## config.mk

```make
export PLATFORM = sky130hd
export DESIGN_NAME = ascon_perm_engine
export DESIGN_NICKNAME = d
export VERILOG_FILES = /design/src/rtl/ascon_pack.sv /design/src/rtl/reg_state.sv /design/src/rtl/ascon_perm_engine.sv
export SDC_FILE = /design/constraint.sdc
export NUM_CORES = 2
export LEC_CHECK = 0
export BUFFER_PORTS_ARGS = -buffer_cell sky130_fd_sc_hd__buf_4
export CAP_MARGIN = 20
export CORE_AREA = 2 2 250 252
export DETAILED_ROUTE_END_ITERATION = 16
export DIE_AREA = 0 0 252 254
export PLACE_DENSITY_LB_ADDON = 0.25
export SLEW_MARGIN = 5
export SYNTH_ARGS = -nofsm -noshare
export SYNTH_HDL_FRONTEND = slang
export SYNTH_SLANG_ARGS = --single-unit
```

## constraint.sdc

```tcl
create_clock -name clock_i -period 5.3 [get_ports clock_i]
set_input_delay 1.06 -clock clock_i [delete_from_list [all_inputs] [get_ports clock_i]]
set_output_delay 1.06 -clock clock_i [all_outputs]
set_load 0.01 [all_outputs]
```

## src/rtl/ascon_pack.sv

```systemverilog
// ---------------------------------------------------------------------------
// ascon_pack
// Shared types and constants for the ASCON permutation datapath.
//   type_state     : 320-bit state as five 64-bit words, index 0 = x0
//   type_round_cnt : 4-bit round index (valid values 0..11)
//   type_fsm       : permutation engine control states
//   ROUND_CONST    : round constants rc[0..11]
//   SBOX           : 5-bit S-box, input/output bit 4 = x0 slice bit
// ---------------------------------------------------------------------------
package ascon_pack;

    typedef logic [0:4][63:0] type_state;
    typedef logic [3:0]       type_round_cnt;

    typedef enum logic [1:0] {
        ST_IDLE,
        ST_RUN,
        ST_DONE
    } type_fsm;

    localparam type_round_cnt LAST_ROUND = 4'd11;

    localparam logic [7:0] ROUND_CONST [0:11] = '{
        8'hF0, 8'hE1, 8'hD2, 8'hC3, 8'hB4, 8'hA5,
        8'h96, 8'h87, 8'h78, 8'h69, 8'h5A, 8'h4B
    };

    localparam logic [4:0] SBOX [0:31] = '{
        5'h04, 5'h0b, 5'h1f, 5'h14, 5'h1a, 5'h15, 5'h09, 5'h02,
        5'h1b, 5'h05, 5'h08, 5'h12, 5'h1d, 5'h03, 5'h06, 5'h1c,
        5'h1e, 5'h13, 5'h07, 5'h0e, 5'h00, 5'h0d, 5'h11, 5'h18,
        5'h10, 5'h0c, 5'h01, 5'h19, 5'h16, 5'h0a, 5'h0f, 5'h17
    };

endpackage

```

## src/rtl/reg_state.sv

```systemverilog
// ---------------------------------------------------------------------------
// reg_state
// 320-bit ASCON state register with load enable.
//   clock_i  : clock
//   resetb_i : asynchronous active-low reset, clears the state to zero
//   enable   : load state_d on the rising edge
//   state_d  : next state
//   state_q  : registered state
// ---------------------------------------------------------------------------
module reg_state
    import ascon_pack::*;
(
    input  logic      clock_i,
    input  logic      resetb_i,
    input  logic      enable,
    input  type_state state_d,
    output type_state state_q
);

    // NOTE: this is a plain flop bank, not a RAM, so clearing it on reset is
    // cheap and guarantees a known all-zero state after an aborted run.
    always_ff @(posedge clock_i or negedge resetb_i) begin
        if (!resetb_i) begin
            state_q <= '0;
        end else if (enable) begin
            state_q <= state_d;
        end
    end

endmodule

```

## src/rtl/ascon_perm_engine.sv

```systemverilog
// ---------------------------------------------------------------------------
// ascon_perm_engine
// Iterative ASCON permutation: one round (pc -> ps -> pl) per clock, p^a or
// p^b selected at launch. The round output is written into reg_state, whose
// output loops back as the next round input and is exported as state_o.
//   clock_i  : clock
//   resetb_i : asynchronous active-low reset
//   start_i  : launch request, honoured in IDLE and DONE
//   mode_b_i : 0 = p^a, 1 = p^b; sampled with start_i
//   state_i  : input state x0..x4; sampled with start_i
//   state_o  : permuted state, held until the next launch
//   busy_o   : high while rounds are in progress
//   done_o   : one-cycle pulse when state_o is final
// ---------------------------------------------------------------------------
module ascon_perm_engine
    import ascon_pack::*;
#(
    parameter int ROUNDS_A = 12,
    parameter int ROUNDS_B = 6
)(
    input  logic      clock_i,
    input  logic      resetb_i,
    input  logic      start_i,
    input  logic      mode_b_i,
    input  type_state state_i,
    output type_state state_o,
    output logic      busy_o,
    output logic      done_o
);

    localparam type_round_cnt START_A = type_round_cnt'(12 - ROUNDS_A);
    localparam type_round_cnt START_B = type_round_cnt'(12 - ROUNDS_B);

    type_fsm       fsm;
    type_round_cnt round_cnt;
    type_round_cnt start_idx;
    type_round_cnt round_idx;
    logic          launch;
    logic          reg_enable;
    logic [7:0]    round_const;
    type_state     round_in;
    type_state     after_pc;
    type_state     after_ps;
    type_state     round_out;

    function automatic logic [63:0] ror64(input logic [63:0] v, input int unsigned n);
        logic [127:0] t;
        t = {v, v} >> n;
        return t[63:0];
    endfunction

    // A launch is accepted whenever no permutation is running, including
    // the DONE cycle, which gives back-to-back operation.
    assign start_idx  = mode_b_i ? START_B : START_A;
    assign launch     = start_i && (fsm != ST_RUN);
    assign round_in   = launch ? state_i   : state_o;
    assign round_idx  = launch ? start_idx : round_cnt;
    assign reg_enable = launch || (fsm == ST_RUN);

    // Indices 12..15 cannot occur but decode to a zero constant.
    assign round_const = (round_idx <= LAST_ROUND) ? ROUND_CONST[round_idx] : 8'h00;

    // NOTE: every always_comb output gets a full default assignment first so
    // no path can leave it unassigned and infer a latch.
    always_comb begin
        after_pc         = round_in;
        after_pc[2][7:0] = round_in[2][7:0] ^ round_const;
    end

    // Substitution layer: the S-box is applied to each vertical bit slice.
    always_comb begin
        after_ps = '0;
        for (int i = 0; i < 64; i++) begin
            {after_ps[0][i], after_ps[1][i], after_ps[2][i], after_ps[3][i], after_ps[4][i]} =
                SBOX[{after_pc[0][i], after_pc[1][i], after_pc[2][i], after_pc[3][i], after_pc[4][i]}];
        end
    end

    // Linear diffusion layer.
    assign round_out[0] = after_ps[0] ^ ror64(after_ps[0], 19) ^ ror64(after_ps[0], 28);
    assign round_out[1] = after_ps[1] ^ ror64(after_ps[1], 61) ^ ror64(after_ps[1], 39);
    assign round_out[2] = after_ps[2] ^ ror64(after_ps[2],  1) ^ ror64(after_ps[2],  6);
    assign round_out[3] = after_ps[3] ^ ror64(after_ps[3], 10) ^ ror64(after_ps[3], 17);
    assign round_out[4] = after_ps[4] ^ ror64(after_ps[4],  7) ^ ror64(after_ps[4], 41);

    reg_state u_reg_state (
        .clock_i  (clock_i),
        .resetb_i (resetb_i),
        .enable   (reg_enable),
        .state_d  (round_out),
        .state_q  (state_o)
    );

    // NOTE: sequential state uses non-blocking assignments so every flop
    // samples the pre-edge values regardless of statement order.
    always_ff @(posedge clock_i or negedge resetb_i) begin
        if (!resetb_i) begin
            fsm       <= ST_IDLE;
            round_cnt <= '0;
            busy_o    <= 1'b0;
            done_o    <= 1'b0;
        end else begin
            case (fsm)
                ST_RUN: begin
                    if (round_cnt == LAST_ROUND) begin
                        fsm       <= ST_DONE;
                        round_cnt <= '0;
                        busy_o    <= 1'b0;
                        done_o    <= 1'b1;
                    end else begin
                        round_cnt <= round_cnt + 4'd1;
                    end
                end
                default: begin
                    // IDLE and DONE behave alike: launch or rest in IDLE.
                    if (start_i) begin
                        if (start_idx == LAST_ROUND) begin
                            fsm       <= ST_DONE;
                            round_cnt <= '0;
                            busy_o    <= 1'b0;
                            done_o    <= 1'b1;
                        end else begin
                            fsm       <= ST_RUN;
                            round_cnt <= start_idx + 4'd1;
                            busy_o    <= 1'b1;
                            done_o    <= 1'b0;
                        end
                    end else begin
                        fsm    <= ST_IDLE;
                        busy_o <= 1'b0;
                        done_o <= 1'b0;
                    end
                end
            endcase
        end
    end

endmodule

```

# --- Word-level counts from Yosys, hierarchy flattened ---
# Memories as Yosys holds them, arrays and structs flattened.
# Cells that the tools add are included.
op_classes:
  addsub: 2
  n_lt_le_gt_ge: 66
  eq_ne: 5
  mux: 150
  n_bitwise: 76
  reduce_logical: 3
op_table:
  columns: ["cell", "n"]
  rows:
  - ["$mux 5", 128]
  - ["$xor 64x64->64", 10]
  - ["$ge 6x6->1 const B", 64]
  - ["$not 5->6", 64]
  - ["$mux 320", 1]
  - ["$mux 8", 3]
  - ["$mux 4", 5]
  - ["$mux 1", 8]
  - ["$mux 2", 4]
  - ["$xor 8x8->8", 1]
  - ["$ge 5x5->1 const B", 1]
  - ["$not 4->5", 1]
  - ["$add 3x1->4 const B", 1]
  - ["$add 4x1->4 const B", 1]
  - ["$eq 3x4->1 const B", 1]
  - ["$eq 4x4->1 const B", 1]
  - ["$le 4x4->1 const B", 1]
  - ["$ne 2x1->1 const B", 2]
  - ["$mux 3", 1]
  - ["$eq 2x1->1 const B", 1]
  - ["$reduce_bool 2->1", 1]
  - ["$logic_and 1x1->1", 1]
  - ["$logic_or 1x1->1", 1]
word_totals:
  reg_bits: 328
  mem_bits_ro: 10368
  input_bits: 324
  out_inout_bits: 322
  n_memories: 65
memory_table:
  columns: ["name", "words", "width", "rd", "rd_clocked_by_memory_dff", "wr", "line", "rtl"]
  rows:
  - ["(name not given)", 32, 5, 1, 0, 0, "ascon_perm_engine.sv:75", "SBOX[{after_pc[0][i], after_pc[1][i], after_pc[2][i], after_pc[3][i], after_pc[4][i]}];"]
  - ["(name not given)", 32, 5, 1, 0, 0, "ascon_perm_engine.sv:75", null]
  - ["(name not given)", 32, 5, 1, 0, 0, "ascon_perm_engine.sv:75", null]
  - ["(name not given)", 32, 5, 1, 0, 0, "ascon_perm_engine.sv:75", null]
  - ["(name not given)", 32, 5, 1, 0, 0, "ascon_perm_engine.sv:75", null]
  - ["(name not given)", 32, 5, 1, 0, 0, "ascon_perm_engine.sv:75", null]
  - ["59 more memories", null, null, null, null, null, null, null]

# --- Logic depth before layout (Yosys ltp) ---
logic_depth:
  ltp_word: 15
  depth_mapped: 19
  depth_no_buf: 12

# --- Hierarchy ---
# A second synthesis with hierarchy kept.
hier_totals:
  hier_cells: 3023
  hier_area_um2: 35160.0
by_module_without_submodules:
  columns: ["module", "n_inst", "cells_per_inst", "area_each_um2", "seq_area_each_um2"]
  rows:
  - ["ascon_perm_engine", 1, 2347, 21740.9, 150.1]
  - ["reg_state", 1, 676, 13419.1, 8007.7]

# --- Worst setup path before layout ---
# Ideal clock, no wire load.
synth_timing:
  kind: "in2reg"
  from: "input port start_i"
  to: "register u_reg_state.state_q[225] in the netlist's numbering"
  setup_time_ps: 125
  arrival_ps: 4715
  required_ps: 5175
  setup_slack_ps: 460
  path_stages: 19
  cell_sequence: "buf_4 > inv_2 > nor2_8 > buf_6 > buf_6 > buf_6 > buf_6 > buf_6 > buf_2 > buf_1 > mux2i_1 > ha_1 > inv_1 > a221oi_1 > o21bai_1 > o31ai_1 > and2_1 > xnor3_1 > mux2_2"
synth_between:
  elab_chain_cells: 8
  word_cells_on_any_way: 17
  classes_between: "mux: 7; bitwise: 5; reduce/logical: 2; memory: 3"
synth_rtl:
  columns: ["element", "line", "rtl"]
  rows:
  - ["start: declaration", "ascon_perm_engine.sv:23", "input logic start_i,"]
  - ["$logic_and 1x1->1 (*)", "ascon_perm_engine.sv:55", "assign launch = start_i && (fsm != ST_RUN);"]
  - ["$mux 320", "ascon_perm_engine.sv:56", "assign round_in = launch ? state_i : state_o;"]
  - ["$not 5->6 (implied by the code)", "ascon_perm_engine.sv:75", null]
  - ["$mem_v2 32x5", null, null]
  - ["$mux 5 (implied by the code) (2 in a row)", "ascon_perm_engine.sv:75", null]
  - ["$xor 64x64->64 (2 in a row)", "ascon_perm_engine.sv:81", "assign round_out[1] = after_ps[1] ^ ror64(after_ps[1], 61) ^ ror64(after_ps[1], 39);"]
  - ["end signal: assignment", "reg_state.sv:26", "state_q <= state_d;"]
  - ["end: declaration", "reg_state.sv:17", "output type_state state_q"]
# Every way passes the cells marked *; elsewhere a longest branch is shown, timed or not. The select of a mux whose other input is x is not followed.
# A chain may end at the register's enable or synchronous reset.

# --- Final worst setup path ---
layout_timing:
  from: "input port start_i"
  to: "register u_reg_state.state_q[206] in the netlist's numbering"
# The elaborated chain is that of the path after synthesis.

==> metrics.md <==
| Metric | Value |
|---|---|
| Slew margin rel. | `21.2%` |
| Synth Area per Inst | `9.32 um^2` |
| Worst slack, placed | `0.703 ns` |
| Fin area | `41800 um^2` |
| Setup_tns | `0 ns` |
| Seq/Total Area, Yosys | `24.6%` |
| Post-synth EDFFs | `0` |
| Mapped Area | `33100 um^2` |
| Top-count cell post-synth | `xnor2_1` |
| Synth Net Count | `4004` |
| Seq cells post-synth | `326` |
| Gr usage total | `48.3%` |
| Die area | `64000 um^2` |
| Crit Path Class | `in2reg` |
| Num CTS Buffers | `44` |
| Maxcap violations | `0` |
| Drt pass-1 iters | `7` |
| Fillcell total | `5086` |
| Post-Route Skew | `0.0228 ns` |
| Detail Route Antenna Nets | `0` |
| I/O pin count | `646` |
| Top FF cell, synth | `dfrtp_1` |
| Fmax | `0.239 GHz` |
| Area of the core | `61300 um^2` |
| Skew-Pair Late Insertion Delay | `0.62 ns` |
| DP Wirelength | `131 mm` |
| # DRC | `0` |
| Root Driver | `clkbuf_16` |
| Total setup buffers inserted after CTS | `0` |
| Tmin final | `4.18 ns` |
| Clock Sinks | `326` |
| Tcrit/Tclk final | `78.9%` |
| Crit Path Max Fanout | `79` |
| Vias in the first global route | `29.8k` |
| Max-slew violations | `0` |
| Final core occ | `68.3%` |
| Clock transition at path regs | `0.06 ns` |
| R2R setup slack | `1.13 ns` |
| Final Hold Fails | `0` |
| DRT iter0 DRCs | `3728` |
| Final nets | `4800` |
| Req. time, crit path | `5.83 ns` |
| GRT Residual Overflow | `0` |
| Placed instance area | `40300 um^2` |
| Port Buffers | `645` |
| Final setup violation count | `0` |
| Routed vias/inst | `6.20` |
| Post-Syn Instances | `3551` |
| Tightest Pin Transition | `1.17 ns` |
| FP Rows | `91` |
| Top cells by area, synth | `dfrtp_1, xnor2_1, mux2i_1` |
| Detailed Route WL | `159 mm` |
| Worst r2r path cells | `11` |
| Worst setup EP type | `flip-flop` |
| CTS H-tree lvls | `2` |
| Startpoint Class | `input pin` |
| Routed WL per cell | `30.8 um` |
| Slack of the critical path | `1.12 ns` |
| Global-route wire length before repair | `219 mm` |
| R2R Path Start | `fsm[0]$_DFFE_PN0P_` |
| Min-Delay Path Class | `in2async` |
| Via count | `32.1k` |
| Initial antenna violation count | `9` |
| Max clock buf depth | `3` |
| Initial Util | `54.0%` |
| Status | `complete, no violations` |
| Share of the synthesized area in the top cell type | `24.6%` |
| Yosys warns | `0` |
| Post-CTS sizing | `0` |
| RD Place Congestion | `1.09` |
| Share of cells above drive strength 1 | `25.9%` |
| Largest area contributor in the synthesized netlist | `dfrtp_1` |
| Yosys cell types | `75` |
| Crit path DAT | `4.71 ns` |
| Synth top cells by count | `xnor2_1, mux2i_1, dfrtp_1` |
| Async SR Flop Fraction | `100%` |
| R2R Path End | `u_reg_state.state_q[206]$_DFFE_PN0P_` |
| Die W | `252 um` |
| Area grow syn2layout | `26.4%` |
| Largest net degree at the start of global routing | `189` |
| RSZ-0062 raised after global routing | `no` |
| TritonCTS clock tree | `done` |
| Die H | `254 um` |
| Post-CTS Hold Fix Bufs | `0` |
==> area by class of cell <==
| class | instances | area [um^2] | share of cell area (%) |
|---|---|---|---|
| Clock inverter | 15 | 190 | 0.455 |
| Tap cell | 790 | 988 | 2.36 |
| Multi-Input combinational cell | 2934 | 23600 | 56.5 |
| Clock buffer | 67 | 1340 | 3.20 |
| Sequential cell | 326 | 8160 | 19.5 |
| Inverter | 144 | 541 | 1.29 |
| Timing Repair Buffer | 897 | 6950 | 16.6 |
| Antenna cell | 6 | 15.0 | 0.0359 |
==> metrics by stage <==
step,instances,hold WS [ns]
CTS,5173,0.452
global route,5174,0.472
finish,5179,0.419
floorplan,3551,0.514
global placement,5091,0.491
detailed placement,5091,0.501
==> worst max path at each step <==
stage | startpoint | cells past startpoint | end
global placement | start_i | 12 | u_reg_state.state_q[206]$_DFFE_PN0P_
CTS | start_i | 12 | u_reg_state.state_q[206]$_DFFE_PN0P_
detailed placement | start_i | 12 | u_reg_state.state_q[206]$_DFFE_PN0P_
global route | start_i | 12 | u_reg_state.state_q[206]$_DFFE_PN0P_
floorplan | start_i | 19 | u_reg_state.state_q[225]$_DFFE_PN0P_
finish | start_i | 12 | u_reg_state.state_q[206]$_DFFE_PN0P_
==> per-layer routing <==
| layer | part of all wire (%) | up-vias | global-route usage, % |
|---|---|---|---|
| met5 | 0.041 | - | 0 |
| met4 | 7.9 | 10 | 32.2 |
| met3 | 12 | 558 | 14.0 |
| met2 | 43 | 2248 | 72.9 |
| met1 | 37 | 15600 | 60.1 |
| li1 | - | 13700 | - |
==> state kept, by name, summed over array words and instances, names as in the netlist <==
name / flops
u_reg_state.state_q: 320
fsm: 1
done_o: 1
round_cnt: 4
==> layout by cell type, fill, tap and decap left out, types with 7 or more instances in the layout <==
master / n
a211oi_1: 15
a21boi_0: 34
a21oi_1: 215
a22oi_1: 18
a32oi_1: 7
and2_1: 9
and3_1: 10
buf_12: 17
buf_4: 879
clkbuf_1: 9
clkbuf_16: 45
clkbuf_8: 13
dfrtp_1: 326
ha_1: 129
inv_1: 143
maj3_1: 44
mux2_2: 57
mux2i_1: 405
mux2i_2: 43
nand2_1: 268
nand3_1: 66
nand4_1: 8
nor2_1: 209
o211ai_1: 9
o21ai_0: 178
o21ai_1: 85
o21bai_1: 18
o22ai_1: 21
o22ai_2: 8
xnor2_1: 629
xnor2_2: 20
xnor3_1: 53
xor2_1: 262
xor2_2: 8
xor3_1: 11
==> cell families (layout without fill, tap and decap cells) <==
family	after synthesis	in the layout	share of synthesized area, %
and+or+nand+nor	608	608	7.73
muxes	510	510	16.3
adders and majority gates	176	176	6.31
buffers and inverters	291	1123	4.04
DFF	326	326	24.6
other	0	6	0
AOI/OAI and AO/OA	657	657	11.6
xor gates and xnor gates	983	983	29.3
==> worst max-delay path: stages <==
cell	delay [ns]
buf_4	0.20
inv_2	0.10
nor2_8	0.37
buf_12	0.45
mux2i_1	0.33
ha_1	0.33
inv_1	0.09
o21ai_0	0.07
o22ai_1	0.16
xor2_1	0.78
xnor3_1	0.50
a21oi_1	0.18
Power is left out: the tool's default activity adds up to more than one toggle a clock period on the data nets, which glitch-free logic cannot reach.
